File: src/rtl/simpsons_sensor_conditioner_if.sv
// Sensor-side bundle: raw door beams in, filtered code, change strobe and stuck flag out.
// The conditioner uses the slave modport; whatever drives the beams uses the master modport.
interface simpsons_sensor_conditioner_if;
   logic [1:0] G_RAW;
   logic [1:0] G;
   logic       G_CHANGE;
   logic       FAULT;

   modport master (output G_RAW, input G, G_CHANGE, FAULT);
   modport slave  (input G_RAW, output G, G_CHANGE, FAULT);
endinterface

File: src/rtl/simpsons_sensor_conditioner.sv
// Front end for the simpsons_sensor occupancy FSM: synchronises the two door beams,
// glitch-filters the 2-bit code as a unit and flags a beam that stays blocked too long.
module simpsons_sensor_conditioner #(
   parameter int unsigned DEBOUNCE     = 1,
   parameter int unsigned STUCK_CYCLES = 255
) (
   input  logic                        CLK,
   input  logic                        RESET,
   simpsons_sensor_conditioner_if.slave sif
);

   localparam logic [7:0]  deb_last  = 8'(DEBOUNCE - 1);
   localparam logic [15:0] stuck_max = 16'(STUCK_CYCLES);

   logic [1:0]  s1, s2;
   logic [1:0]  cand;
   logic [7:0]  cnt;
   logic [1:0]  g;
   logic        g_change;
   logic [15:0] stuck_cnt, stuck_nxt;
   logic        fault;

   // Both bits share the same two stages so the code crosses into CLK as a unit.
   // NOTE: registered state uses non-blocking assignments so every flop samples pre-edge values.
   always_ff @(posedge CLK) begin
      if (RESET) begin
         s1 <= 2'b00;
         s2 <= 2'b00;
      end else begin
         s1 <= sif.G_RAW;
         s2 <= s1;
      end
   end

   // cnt never exceeds deb_last: it restarts on every reload and only climbs while below it.
   always_ff @(posedge CLK) begin
      if (RESET) begin
         cand     <= 2'b00;
         cnt      <= 8'd0;
         g        <= 2'b00;
         g_change <= 1'b0;
      end else begin
         g_change <= 1'b0;
         if (s2 != cand) begin
            cand <= s2;
            cnt  <= 8'd0;
         end else if (cand != g && cnt == deb_last) begin
            g        <= cand;
            g_change <= 1'b1;
         end else if (cnt != deb_last) begin
            cnt <= cnt + 8'd1;
         end
      end
   end

   // NOTE: every combinational output gets its default first so no latch is inferred.
   always_comb begin
      stuck_nxt = stuck_cnt;
      if (g == 2'b00) begin
         stuck_nxt = 16'd0;
      end else if (stuck_cnt != stuck_max) begin
         stuck_nxt = stuck_cnt + 16'd1;
      end
   end

   // The flag rises on the edge the count reaches its limit and only RESET clears it.
   always_ff @(posedge CLK) begin
      if (RESET) begin
         stuck_cnt <= 16'd0;
         fault     <= 1'b0;
      end else begin
         stuck_cnt <= stuck_nxt;
         if (stuck_nxt == stuck_max) begin
            fault <= 1'b1;
         end
      end
   end

   assign sif.G        = g;
   assign sif.G_CHANGE = g_change;
   assign sif.FAULT    = fault;

endmodule

File: src/flat_wrapper.sv
// flat-port wrapper written by rule: the top's interface ports become plain ports
module simpsons_sensor_conditioner_flat 
#(
   parameter int unsigned DEBOUNCE     = 1,
   parameter int unsigned STUCK_CYCLES = 255
)
  (CLK, RESET, sif_G_RAW, sif_G, sif_G_CHANGE, sif_FAULT);
  simpsons_sensor_conditioner_if sif_i ();
  input  logic CLK;
  input  logic RESET;
  input wire logic [$bits(sif_i.G_RAW)-1:0] sif_G_RAW;
  output wire logic [$bits(sif_i.G)-1:0] sif_G;
  output wire logic [$bits(sif_i.G_CHANGE)-1:0] sif_G_CHANGE;
  output wire logic [$bits(sif_i.FAULT)-1:0] sif_FAULT;
  assign sif_i.G_RAW = sif_G_RAW;
  assign sif_G = sif_i.G;
  assign sif_G_CHANGE = sif_i.G_CHANGE;
  assign sif_FAULT = sif_i.FAULT;
  simpsons_sensor_conditioner #(.DEBOUNCE(DEBOUNCE), .STUCK_CYCLES(STUCK_CYCLES)) u_core (.CLK(CLK), .RESET(RESET), .sif(sif_i));
endmodule
File: config.mk
export PLATFORM = sky130hd
export DESIGN_NAME = simpsons_sensor_conditioner_flat
export DESIGN_NICKNAME = d
export VERILOG_FILES = /design/src/rtl/simpsons_sensor_conditioner_if.sv /design/src/rtl/simpsons_sensor_conditioner.sv /design/src/flat_wrapper.sv
export SDC_FILE = /design/constraint.sdc
export NUM_CORES = 1
export LEC_CHECK = 0
export ABC_AREA = 0
export CORE_ASPECT_RATIO = 2
export CORE_MARGIN = 5
export CORE_UTILIZATION = 25
export CTS_BUF_LIST = sky130_fd_sc_hd__clkbuf_8
export DETAILED_ROUTE_END_ITERATION = 7
export PLACE_DENSITY = 0.36
export RECOVER_POWER = 50
export SETUP_SLACK_MARGIN = 0.05
export SLEW_MARGIN = 15
export SYNTH_ARGS = -nofsm -noshare
export SYNTH_HDL_FRONTEND = slang
export SYNTH_SLANG_ARGS = --single-unit
File: constraint.sdc
create_clock -name CLK -period 3.1 [get_ports CLK]
set_clock_uncertainty 0.05 [all_clocks]
set_input_delay 0.465 -clock CLK [delete_from_list [all_inputs] [get_ports CLK]]
set_output_delay 0.465 -clock CLK [all_outputs]
set_load 0.1 [all_outputs]
### Word-level counts from Yosys, hierarchy flattened

Index checks and enable logic that the tools add are counted.

* register bits: 34
* word-level logic and storage cells: 26

* add/sub/neg operators: 2
* equality and inequality tests: 4
* muxes and demuxes: 3
* bitwise gates (word level): 2
* reductions and logical operators: 7

Operator list (number)
* $mux W16: 2
* $add A16 B1 Y16 const B: 1
* $eq A16 B8 Y1 const B: 1
* $ne A16 B8 Y1 const B: 1
* $add A8 B1 Y8 const B: 1
* $logic_not A8 Y1: 1
* $reduce_bool A8 Y1: 1
* $ne A2 B2 Y1: 2
* $reduce_and A2 Y1: 2
* $logic_not A2 Y1: 1
* $not A1 Y1: 2
* $reduce_or A2 Y1: 1
* $logic_and A1 B1 Y1: 1
* $mux W1: 1

### Logic depth before layout (Yosys ltp)

Gate-level depths: netlist of run 1.

* word-level depth: 4
* gate-level depth with buffers: 8
* mapped depth without buffers: 7

### Least setup slack after synthesis of run 1

Ideal clock, no wire load.

* path kind: register to register
* from: register u_core.g[0] (netlist: u_core.sif.G[0])
* to: register u_core.fault (netlist: u_core.sif.FAULT)
* data arrival time: 1.876 ns
* required time: 2.958 ns
* path slack: 1.081 ns
* stages on the path, launching flop included: 5
* clock period less this slack: 2.019 ns
* cell sequence: dfxtp_1 > o21bai_1 > a211oi_2 > o2111ai_1 > o32ai_1

* word-level cells in the longest chain between the ends: 3

RTL lines
* start: declaration: line simpsons_sensor_conditioner.sv:18 `logic [1:0] g;`
* start signal: assignment: line simpsons_sensor_conditioner.sv:48 `g <= cand;`
* $logic_not A2 Y1: line simpsons_sensor_conditioner.sv:59 `if (g == 2'b00) begin`
* $mux W16: line simpsons_sensor_conditioner.sv:59
* $eq A16 B8 Y1: line simpsons_sensor_conditioner.sv:73 `if (stuck_nxt == stuck_max) begin`
* end signal: assignment: line simpsons_sensor_conditioner.sv:70 `fault <= 1'b0;`
* end signal: assignment: line simpsons_sensor_conditioner.sv:74 `fault <= 1'b1;`
* end: declaration: line simpsons_sensor_conditioner.sv:21 `logic fault;`

Every way passes these cells.
A chain may end at the register's enable or synchronous reset.

### Worst setup path in the final report of run 1

* from: register u_core.stuck_cnt[0]
* to: register u_core.fault (netlist: u_core.sif.FAULT)

* word-level cells in the longest chain between the ends: 4

RTL lines
* start: declaration: line simpsons_sensor_conditioner.sv:20 `logic [15:0] stuck_cnt, stuck_nxt;`
* start signal: assignment: line simpsons_sensor_conditioner.sv:72 `stuck_cnt <= stuck_nxt;`
* $add A16 B1 Y16 or $ne A16 B8 Y1 (tied branches): line simpsons_sensor_conditioner.sv:62, simpsons_sensor_conditioner.sv:61
* $mux W16 *: line simpsons_sensor_conditioner.sv:61 `end else if (stuck_cnt != stuck_max) begin`
* $mux W16 *: line simpsons_sensor_conditioner.sv:59
* $eq A16 B8 Y1 *: line simpsons_sensor_conditioner.sv:73

Every way passes the cells marked *; elsewhere a longest branch is shown, timed or not.

==> impl_metrics.env, run 1 <==
export IMPL_synthAdderAreaFrac=0.0219
export IMPL_crit_chain="ha_1 -> nand3_1 -> nor2_1 -> nor4b_1 -> o22ai_1 -> o32ai_1"
export IMPL_synth_cells=188
export IMPL_overflow=0
export IMPL_groute_usage_overall=0.101
export IMPL_placementRows=42
export IMPL_drt_pass1_iter_count=6
export IMPL_hold_depth=1
export IMPL_timing_rr_end="u_core.sif.FAULT"
export IMPL_cts_buffers_inserted=5
export IMPL_leakage_nw=0.637
export IMPL_finalWorstPathRequiredPeriod_ns=2.18
export IMPL_tightest_slew_ns=1.18
export IMPL_ir_worst_vdd_v=0.000237
export IMPL_fmax_mhz=459
export IMPL_mostFrequentLayoutCells="34 x dfxtp_1, 26 x nor2_1, 15 x xor2_1"
export IMPL_maxCapViolations=0
export IMPL_drtIter0Drc=48
export IMPL_drc=0
export IMPL_muxShareOfSynthArea=0.0117
export IMPL_wl_per_cell_um=13.5
export IMPL_antenna_found_initial=0
export IMPL_num_antenna_cells=0
export IMPL_grt_pass1_vias=1285
export IMPL_synth_top_family_by_area="simple AND/OR/NAND/NOR gates"
export IMPL_antenna_left=0
export IMPL_hpwl_um=2840
export IMPL_worst_setup_path_type="flop to flop"
export IMPL_status="finished clean"
export IMPL_ios=8
export IMPL_slew_headroom=0.219
export IMPL_die_w_um=68.5
export IMPL_grt_pass1_wl_um=6400
export IMPL_timing_reg2reg_setup_slack_ns=0.92
export IMPL_core_area_um2=6670
export IMPL_die_h_um=127
export IMPL_finalCritPeriodShare=0.703
export IMPL_arrival_ns=2.33
export IMPL_postSynth_asyncResetShare=0
export IMPL_setup_viol=0
export IMPL_synth_area_top_cells="dfxtp_1 40%, xor2_1 7.7%, nor2_1 5.7%"
export IMPL_min_to="u_core.s2[0]"
export IMPL_finalInstanceArea_um2=1860
export IMPL_nets=199
export IMPL_cp_num_buf_inv=0
export IMPL_clk_latency_ns=0.30
export IMPL_synth_ff_type="dfxtp_1"
export IMPL_synthXorXnorAreaFrac=0.133
export IMPL_synth_distinct_cells=40
export IMPL_synth_seq_cells=34
export IMPL_synth_edf_count=0
export IMPL_startpoint_type="flop"
export IMPL_post_cts_buffers=0
export IMPL_yosysTopAreaCell="dfxtp_1"
export IMPL_crit_start="u_core.stuck_cnt[0]"
export IMPL_cts_max_level=2
export IMPL_max_stage_delay_ns=0.40
export IMPL_syn_num_nets=195
export IMPL_cts_reportedPaths_clkPinSlew_ns=0.07
export IMPL_hp_start="u_core.s1[0]"
export IMPL_powerDensity_nw_per_um2=439
export IMPL_reg2regPathDepth=6
export IMPL_synth_compound_area_share=0.0863
export IMPL_crit_required_ns=3.25
export IMPL_mostFrequentLayoutCell="dfxtp_1"
export IMPL_vias=1341
export IMPL_cts_tree="built"
export IMPL_start_util=0.256
export IMPL_synth_top_cell_area_share=0.398
export IMPL_grt_max_degree=16
export IMPL_place_gp_congestion=0.800
export IMPL_cts_sinks=34
export IMPL_rsz0062_at_grt="false"
export IMPL_die_area_um2=8700
export IMPL_area_delta_synth_final_pct=8.77
export IMPL_syn_area_um2=1710
export IMPL_ys_seq_area_frac=0.398
export IMPL_drt_wl_total_um=3790
export IMPL_cts_max_path_buffers=2
export IMPL_reg2reg_from="u_core.stuck_cnt[0]"
export IMPL_slowest_stage="dfxtp_1"
export IMPL_layout_drive_gt1_share=0.0777
export IMPL_portBuffers=7
export IMPL_path_max_fanout=8
export IMPL_syn_area_per_cell_um2=9.10
export IMPL_hold_buffers=0
export IMPL_hold_violations=0
export IMPL_fin_tns_setup_ns=0
export IMPL_dpl_cell_area_um2=1790
export IMPL_vias_per_cell=4.77
export IMPL_ys_warn_count=0
export IMPL_crit_family="simple AND/OR/NAND/NOR gates"
export IMPL_hold_class="flop to flop"
export IMPL_synthSimpleGateAreaFrac=0.283
export IMPL_post_cts_resize_count=0
export IMPL_end_kind="flop"
export IMPL_slew_violations=0
export IMPL_clk_root_buffer_cell="clkbuf_8"
-- layer usage --
metal	part of all wire	track usage	wire [um]
met1	0.36	0.0974	1370
met3	0.020	0.0237	74
met4	0.026	0.0680	98
met2	0.59	0.177	2250
met5	0	0	0
-- worst register-to-register path: stages (launching register included) --
cell and delay (ns):
dfxtp_1 0.40, ha_1 0.32, nand3_1 0.16, nor2_1 0.37
nor4b_1 0.35, o22ai_1 0.14, o32ai_1 0.30
-- Yosys cell counts, drive strengths merged, types with 3 or more instances --
| master | count |
|---|---|
| nand2 | 5 |
| ha | 3 |
| buf | 7 |
| a31oi | 4 |
| clkbuf | 4 |
| a211oi | 5 |
| nor2 | 26 |
| o21ai | 3 |
| nor3 | 5 |
| nor2b | 7 |
| xnor2 | 11 |
| dfxtp | 34 |
| nand4 | 6 |
| xor2 | 15 |
| a21oi | 5 |
| nand3 | 12 |
| and4 | 4 |
| and3 | 8 |
| inv | 5 |
-- where the power goes --
part | internal, mW | switching, mW | leakage [nW]
Combinational | 0.0107 | 0.0177 | 0.310
Sequential | 0.441 | 0.00287 | 0.275
Clock | 0.176 | 0.169 | 0.0524
Total | 0.628 | 0.190 | 0.637
-- cell type report --
cell class	count	area [um^2]
inverters	5	18.8
fillers	746	4810
repair buffers	8	48.8
well taps	88	110
multi-input cells	138	912
clock inverters	2	8.76
clock buffers	6	82.6
flip-flops and latches	34	681
-- kinds of logic (layout without fill, tap and decap cells) --
| group | count (synthesis) | count (layout) |
|---|---|---|
| adders and majority gates | 3 | 3 |
| xor gates and xnor gates | 26 | 26 |
| buffers and inverters | 16 | 21 |
| and+or+nand+nor | 85 | 85 |
| muxes | 2 | 2 |
| AOI/OAI and AO/OA | 22 | 22 |
| DFF | 34 | 34 |
-- registers in the layout, summed over array words and instances (netlist names) --
register	flops
u_core.sif.FAULT	1
u_core.s1	2
u_core.sif.G_CHANGE	1
u_core.stuck_cnt	16
u_core.cnt	8
u_core.cand	2
u_core.s2	2
u_core.sif.G	2
-- worst max-delay path by stage --
stage | depth (start not counted) | end
2_1_floorplan | 4 | u_core.sif.FAULT
3_3_place_gp | 5 | u_core.sif.FAULT
3_5_place_dp | 5 | u_core.sif.FAULT
4_1_cts | 6 | u_core.sif.FAULT
5_1_grt | 6 | u_core.sif.FAULT
6_report | 6 | u_core.sif.FAULT
-- stage by stage --
stage	std cells	hold WS, ns	setup slack (ns)	util	total power, mW
after detailed placement	273	0.399	0.850	0.269	0.485
after CTS	281	0.406	0.932	0.283	0.841
after floorplan	188	0.364	1.08	-	0.476
final	281	0.396	0.919	0.279	0.817
after global placement	273	0.382	0.959	0.269	0.485
after global routing	281	0.415	0.725	0.279	0.864
Note: power is estimated with default switching activity, not from simulation.
==> run 2: changes to the inputs <==
- PLACE_DENSITY: 0.36 -> 0.37
- clock period: 3.1 -> 2 ns (I/O delays scaled with it)
==> run 2 against run 1 <==
Against the previous run: die area unchanged; critical path depth is 1 lower; power increased by 87%; count of clock-buffer cells in the layout unchanged; sequential power increased by 55%; maximum frequency grew 20%; critical endpoint unchanged; largest power group is now the clock network; highest routed layer unchanged.
==> impl_metrics.env, run 2 (synthesized netlist as in run 1, its figures left out) <==
export IMPL_powerDensity_nw_per_um2=752
export IMPL_area_delta_synth_final_pct=18.7
export IMPL_groute_usage_overall=0.100
export IMPL_cp_num_buf_inv=0
export IMPL_hold_violations=0
export IMPL_max_stage_delay_ns=0.44
export IMPL_arrival_ns=1.96
export IMPL_startpoint_type="flop"
export IMPL_tightest_slew_ns=0.760
export IMPL_cts_max_path_buffers=2
export IMPL_cts_sinks=34
export IMPL_ios=8
export IMPL_slew_violations=0
export IMPL_fmax_mhz=551
export IMPL_place_inst=284
export IMPL_wl_per_cell_um=13.1
export IMPL_reg2reg_from="u_core.stuck_cnt[3]"
export IMPL_vias=1381
export IMPL_end_kind="flop"
export IMPL_cts_reportedPaths_clkPinSlew_ns=0.07
export IMPL_leakage_nw=0.742
export IMPL_crit_chain="and4_2 -> and4_2 -> and4_1 -> o22ai_1 -> o32ai_1"
export IMPL_slew_headroom=0.493
export IMPL_pre_cts_ws_ns=0.131
export IMPL_die_w_um=68.5
export IMPL_dpl_cell_area_um2=1880
export IMPL_finalWorstPathRequiredPeriod_ns=1.82
export IMPL_path_depth=5
export IMPL_grt_max_degree=16
export IMPL_mostFrequentLayoutCell="dfxtp_1"
export IMPL_slowest_stage="dfxtp_1"
export IMPL_drtIter0Drc=31
export IMPL_portBuffers=7
export IMPL_timing_reg2reg_setup_slack_ns=0.18
export IMPL_rsz0062_at_grt="true"
export IMPL_mostFrequentLayoutCells="31 x dfxtp_1, 26 x nor2_1, 15 x xor2_1"
export IMPL_fin_tns_setup_ns=0
export IMPL_endpoint="u_core.sif.FAULT"
export IMPL_die_h_um=127
export IMPL_setup_viol=0
export IMPL_post_route_util=0.304
export IMPL_num_antenna_cells=0
export IMPL_top_regs="u_core.stuck_cnt x16, u_core.cnt x8"
export IMPL_drc=0
export IMPL_clk_root_buffer_cell="clkbuf_8"
export IMPL_core_area_um2=6670
export IMPL_grt_pass1_wl_um=6390
export IMPL_maxCapViolations=0
export IMPL_finalCritPeriodShare=0.908
export IMPL_drt_pass1_iter_count=4
export IMPL_hold_ws_ns=0.392
export IMPL_setup_ws_ns=0.184
export IMPL_crit_required_ns=2.15
export IMPL_fin_cells=294
export IMPL_hold_class="flop to flop"
export IMPL_vias_per_cell=4.70
export IMPL_clk_latency_ns=0.29
export IMPL_hpwl_um=2910
export IMPL_antenna_left=0
export IMPL_worst_setup_path_type="flop to flop"
export IMPL_crit_top_cell="and4_2"
export IMPL_layout_drive_gt1_share=0.184
export IMPL_power_total_mw=1.53
export IMPL_crit_start="u_core.stuck_cnt[3]"
export IMPL_nets=212
export IMPL_start_util=0.256
export IMPL_hold_buffers=0
export IMPL_top_register="u_core.stuck_cnt"
export IMPL_cts_tree="built"
export IMPL_status="finished clean"
export IMPL_overflow=0
export IMPL_antenna_found_initial=0
export IMPL_largest_reg_flops=16
export IMPL_grt_pass1_vias=1367
export IMPL_placementRows=42
export IMPL_finalInstanceArea_um2=2030
export IMPL_cts_max_level=2
export IMPL_reg2regPathDepth=5
export IMPL_crit_family="simple AND/OR/NAND/NOR gates"
export IMPL_path_max_fanout=7
export IMPL_place_gp_congestion=0.752
export IMPL_timing_rr_end="u_core.sif.FAULT"
export IMPL_die_area_um2=8700
export IMPL_drt_wl_total_um=3850
export IMPL_ir_worst_vdd_v=0.000444
export IMPL_cts_buffers_inserted=5
[run 2: cell count changes in the layout (fill, tap and decap cells not counted), moves of 3 or more]
| cell | delta |
|---|---|
| dfxtp_2 | +3 |
| buf_4 | +11 |
| dfxtp_1 | -3 |
| clkbuf_1 | -3 |
| clkbuf_2 | +4 |
[run 2: repair_timing]
| item | 4_1_cts | 5_1_grt |
|---|---|---|
| setup buffers | 0 | 2 |
| setup endpoints to repair | 0 | 2 |
| resized for setup | 0 | 5 |
[run 2: worst min-delay path by stage]
stage	slack (ns)	startpoint	endpoint	cells past startpoint
floorplan	0.36	u_core.s1[0]	u_core.s2[0]	1
global placement	0.38	u_core.s1[0]	u_core.s2[0]	1
detailed placement	0.39	u_core.s1[0]	u_core.s2[0]	1
CTS	0.40	u_core.s1[1]	u_core.s2[1]	1
global route	0.42	u_core.s1[1]	u_core.s2[1]	1
finish	0.39	u_core.s1[1]	u_core.s2[1]	1
[run 2: cell type report]
cell class	count	area, um^2
Tap cell	88	110
Inverter	5	18.8
Clock inverter	2	60.1
Fill cell	733	4640
Multi-Input combinational cell	138	928
Timing Repair Buffer	21	148
Clock buffer	6	82.6
Sequential cell	34	684
[run 2: power by group]
part | leakage, nW | switching (mW) | internal (mW)
Combinational | 0.394 | 0.0279 | 0.0174
Sequential | 0.276 | 0.00451 | 0.684
Clock | 0.0714 | 0.262 | 0.532
Total | 0.742 | 0.295 | 1.23
[run 2: routing by layer]
metal  global-route usage  wire length, um
met3               0.0299              140
met5                    0                0
met1               0.0956             1410
met4               0.0598              125
met2                0.179             2170
